<file path="src/rtl/mem_arbiter.sv">
// rtl/mem_arbiter.sv - two-port round-robin arbiter sharing one data-memory port
module mem_arbiter #(
    parameter int Xlen           = 64,
    parameter int MaskBits       = Xlen / 8,
    parameter int MaxOutstanding = 2
) (
    input  logic                clk_i,
    input  logic                rst_i,
    input  logic                if_valid_i,
    output logic                if_ready_o,
    input  logic [Xlen-1:0]     if_addr_i,
    output logic                if_rvalid_o,
    output logic [Xlen-1:0]     if_rdata_o,
    input  logic                lsu_valid_i,
    output logic                lsu_ready_o,
    input  logic [Xlen-1:0]     lsu_addr_i,
    output logic                lsu_rvalid_o,
    output logic [Xlen-1:0]     lsu_rdata_o,
    input  logic [Xlen-1:0]     lsu_wdata_i,
    input  logic [MaskBits-1:0] lsu_wmask_i,
    output logic                mem_valid_o,
    input  logic                mem_ready_i,
    output logic [Xlen-1:0]     mem_addr_o,
    output logic [Xlen-1:0]     mem_wdata_o,
    output logic [MaskBits-1:0] mem_wmask_o,
    input  logic                mem_rvalid_i,
    input  logic [Xlen-1:0]     mem_rdata_i,
    output logic                err_o
);
    localparam int CntW = $clog2(MaxOutstanding + 1);
    localparam int PtrW = (MaxOutstanding > 1) ? $clog2(MaxOutstanding) : 1;

    typedef enum logic [1:0] {
        UNLOCKED   = 2'd0,
        LOCKED_IF  = 2'd1,
        LOCKED_LSU = 2'd2
    } lock_t;

    lock_t           lock_q, lock_d;
    logic            last_q;              // 0 = fetch, 1 = LSU
    logic [CntW-1:0] cnt_q;
    logic [PtrW-1:0] wr_ptr_q, rd_ptr_q;
    logic            id_fifo_q [MaxOutstanding];

    logic sel_lsu, issue_ok, push, pop, fifo_empty, head_lsu;

    assign issue_ok   = cnt_q < CntW'(MaxOutstanding);
    assign fifo_empty = (cnt_q == '0);
    assign head_lsu   = id_fifo_q[rd_ptr_q];

    always_comb begin
        sel_lsu = 1'b0;
        lock_d  = lock_q;
        case (lock_q)
            LOCKED_IF:  sel_lsu = 1'b0;
            LOCKED_LSU: sel_lsu = 1'b1;
            default: begin
                if (if_valid_i && lsu_valid_i) sel_lsu = ~last_q;
                else                           sel_lsu = lsu_valid_i;
            end
        endcase

        mem_valid_o = !rst_i && issue_ok && (sel_lsu ? lsu_valid_i : if_valid_i);
        push        = mem_valid_o && mem_ready_i;
        // Pop decision uses the pre-push count, so a same-cycle accept cannot be answered.
        pop         = !rst_i && mem_rvalid_i && !fifo_empty;

        mem_addr_o  = sel_lsu ? lsu_addr_i  : if_addr_i;
        mem_wdata_o = sel_lsu ? lsu_wdata_i : '0;
        mem_wmask_o = sel_lsu ? lsu_wmask_i : '0;

        if_ready_o   = push && !sel_lsu;
        lsu_ready_o  = push && sel_lsu;
        if_rvalid_o  = pop && !head_lsu;
        lsu_rvalid_o = pop && head_lsu;
        if_rdata_o   = mem_rdata_i;
        lsu_rdata_o  = mem_rdata_i;

        if (push)             lock_d = UNLOCKED;
        else if (mem_valid_o) lock_d = sel_lsu ? LOCKED_LSU : LOCKED_IF;
    end

    always_ff @(posedge clk_i or posedge rst_i) begin
        if (rst_i) lock_q <= UNLOCKED;
        else       lock_q <= lock_d;
    end

    always_ff @(posedge clk_i or posedge rst_i) begin
        if (rst_i) begin
            last_q   <= 1'b0;
            cnt_q    <= '0;
            wr_ptr_q <= '0;
            rd_ptr_q <= '0;
            err_o    <= 1'b0;
            for (int i = 0; i < MaxOutstanding; i++) id_fifo_q[i] <= 1'b0;
        end else begin
            if (push) begin
                id_fifo_q[wr_ptr_q] <= sel_lsu;
                last_q              <= sel_lsu;
                wr_ptr_q <= (wr_ptr_q == PtrW'(MaxOutstanding - 1)) ? '0 : wr_ptr_q + 1'b1;
            end
            if (pop)
                rd_ptr_q <= (rd_ptr_q == PtrW'(MaxOutstanding - 1)) ? '0 : rd_ptr_q + 1'b1;
            if (push && !pop)      cnt_q <= cnt_q + 1'b1;
            else if (pop && !push) cnt_q <= cnt_q - 1'b1;
            if (mem_rvalid_i && fifo_empty) err_o <= 1'b1;
        end
    end
endmodule

</file>
<file path="config.mk">
export PLATFORM = sky130hd
export DESIGN_NAME = mem_arbiter
export DESIGN_NICKNAME = d
export VERILOG_FILES = /design/src/rtl/mem_arbiter.sv
export SDC_FILE = /design/constraint.sdc
export NUM_CORES = 1
export LEC_CHECK = 0
export ABC_AREA = 0
export BUFFER_PORTS_ARGS = -buffer_cell sky130_fd_sc_hd__buf_2
export CAP_MARGIN = 20
export CORE_AREA = 2 2 210 212
export CTS_BUF_LIST = sky130_fd_sc_hd__clkbuf_8
export DETAILED_ROUTE_END_ITERATION = 10
export DIE_AREA = 0 0 212 214
export SKIP_LAST_GASP = 1
export SYNTH_ARGS = -nofsm -noshare
export SYNTH_HDL_FRONTEND = slang
export SYNTH_SLANG_ARGS = --single-unit
export TNS_END_PERCENT = 10
</file>
<file path="constraint.sdc">
create_clock -name clk_i -period 4.3 [get_ports clk_i]
set_input_delay 0.43 -clock clk_i [delete_from_list [all_inputs] [get_ports clk_i]]
set_output_delay 0.43 -clock clk_i [all_outputs]
set_load 0.01 [all_outputs]
</file>
==> run metrics <==
Final nets=942; Syn Inst Count=465; most used cell, CP=nand2_1; area grow syn2layout=52.98%; vias after detailed routing=approximately 3.5k; final setup violation count=0; num rows=76; CTS root buffer=clkbuf_8; Worst-Margin Slew=0.7483 ns; leakage=2.529 nW; Slowest cell on crit path=a31o_4; ys flop type=dfrtp_1; vias per inst=between 2 and 3; # fillers=5,059; commonest non-fill, non-tap cell in the layout=buf_2; final slew viol count=0; Hold Vio Cnt, Final=0; status=finished, final reports clean; CTS sink cnt=10; CP Depth=8; Mapped Avg Cell Area=6.060 µm²; CP endpoint kind=primary output; Avg WL per Cell=13.60 µm; RSZ-0062 raised after global routing=no; Multi-input gate area=roughly 1500 µm²; total gr overflow=0; smallest hold slack=a little under 0.2 ns; Worst VDD drop=0.0001866 V; Yosys reg bits=10; most frequent cells in the layout=buf_2, nand2_1, and2_1, nor2_1, dfrtp_1; RePlAce Congestion=0.9419; CTS tree=done; full die area=45,370 µm²; critical path cell sequence=inv_1 > ha_1 > nor2b_2 > a31o_4 > buf_4 > nand2_1 > nand2_1 > buf_2; max-cap check violation count=0; crit path from=lock_q[0]; post-route ant nets=0; GRT Overall Usage=under 10%; setup bufs post-CTS=0; share of layout cells above drive strength 1=a little over half; largest net degree at the start of global routing=89; Skew-Pair Late Insertion Delay=0.24 ns; r2r startpoint=lock_q[0]; Routed WL=17,200 µm; end of the worst register-to-register path=lock_q[1]; TritonCTS buffer count=3; FF-to-FF setup slack=around 2.1 ns; clock skew=0.001192 ns; Register Area=250.2 µm²; Critical Path RT=3.87 ns; crit path to=mem_addr_o[35]; Starting Density=between 6 and 7%; H-tree depth=1; Tcrit/Tclk final=70.57%; buffers added on ports=347; R2R cell count=7; Clock Tree Buf Depth=2; power per cell area=495.1 nW/µm²; Worst Hold Class=in2async; WP data arrival=2.60 ns; CP startpoint kind=flip-flop; post-synthesis cell type count=32; first-pass GRT wire length=21,950 µm; Initial DRT Pass Iterations=4; WS Path Type=reg2out; slowest stage delay, CP=0.58 ns; Seq/Total Area, Yosys=8.881%; Post-synth EDFFs=0; Top Family by Delay on Critical Path=buffers and inverters; Mapped Area=2818 µm²; Die W=212 µm; Initial DRC Count=147; CP max FO=88; vias in the first global route=3,283; syn_nets=737; yosys warns=0; CTS Hold Bufs=0; Worst-path clk slew=0.05 ns; Die Height=214 µm; Final min period=about 3.0 ns; DRC viols=0; I/O Pins=540; Rel. slew slack=50.11%; Max Clk Rate=329.6 MHz; worst path bufs/invs=3; initial antenna violation count=22; dpl hpwl=about 15,000 µm; post-CTS sizing=0; async set-reset flop share out of synthesis=100.0%; core area=about 43,000 µm²; post-route setup TNS=0 ns
-- flip-flops by register name (all words and copies together) (netlist names) --
| register | cells |
|---|---|
| cnt_q | 2 |
| id_fifo_q | 2 |
| lock_q | 2 |
| err_o | 1 |
| last_q | 1 |
| rd_ptr_q | 1 |
| wr_ptr_q | 1 |
-- metal layers --
layer  GRT usage, %  part of all wire [%]  vias to the layer above
li1               -                     -                     1701
met1          5.281                    29                     1428
met2          13.44                    51                      317
met3          3.709                    13                       84
met4          3.146                   5.9                       18
met5              0                  0.65                        -
-- worst min-delay path by stage --
stage                          end  cells past startpoint  startpoint
after floorplan           cnt_q[0]                      1       rst_i
after global placement       err_o                      1       err_o
after detailed placement     err_o                      1       err_o
after CTS                    err_o                      2       rst_i
after global routing      cnt_q[0]                      2       rst_i
final                        err_o                      2       rst_i
-- cells in the mapped netlist (2+ instances only) --
master / instances / area, µm²
nand2_1: 193 / 724.4
buf_4: 130 / 975.9
and2_1: 72 / 450.4
dfrtp_1: 10 / 250.2
nor2_1: 10 / 37.54
clkbuf_1: 9 / 33.78
buf_6: 6 / 67.56
buf_2: 5 / 25.02
xnor2_1: 3 / 26.28
ha_1: 2 / 25.02
inv_1: 2 / 7.510
o21ai_0: 2 / 10.01
xor2_1: 2 / 17.52
-- stage by stage --
stage | cell area, µm² | utilization (%) | setup WS (ns) | std cells | power, mW
3_5_place_dp | 4228 | 9.858 | 1.516 | 1250 | 2.042
5_1_grt | 4298 | 10.02 | 1.020 | 1260 | 2.350
3_3_place_gp | 4228 | 9.858 | 1.517 | 1250 | 2.039
2_1_floorplan | 2818 | - | 2.291 | 465 | 1.427
6_report | 4310 | 10.05 | 1.266 | 1265 | 2.134
4_1_cts | 4283 | 9.987 | 1.252 | 1254 | 2.170
-- report_power, final --
part           internal (mW)  switching [mW]
sequential             0.138          0.0358
clock                 0.0806          0.0381
combinational          0.731            1.11
-- layout make-up --
class                           instances  share of cell area [%]
Clock buffer                            4                   1.277
Multi-Input combinational cell        302                   33.93
Inverter                                3                  0.2612
Sequential cell                        10                   5.806
Tap cell                              585                   16.98
Timing Repair Buffer                  350                   41.10
Antenna cell                           11                  0.6386
-- cells by family (layout without fill, tap and decap cells) --
| logic type | after synthesis | count (layout) | share of synthesized area (%) |
|---|---|---|---|
| adder cells (fa/ha/maj) | 2 | 2 | 0.8880 |
| AND/OR/NAND/NOR | 281 | 281 | 44.67 |
| XOR/XNOR | 5 | 5 | 1.554 |
| AO/OA/AOI/OAI | 12 | 12 | 3.730 |
| multiplexers | 2 | 2 | 0.7549 |
| other | 0 | 11 | 0 |
| flip-flops | 10 | 10 | 8.881 |
| buffers and inverters | 153 | 357 | 39.52 |
No activity file was read; power rests on OpenSTA's default activity.
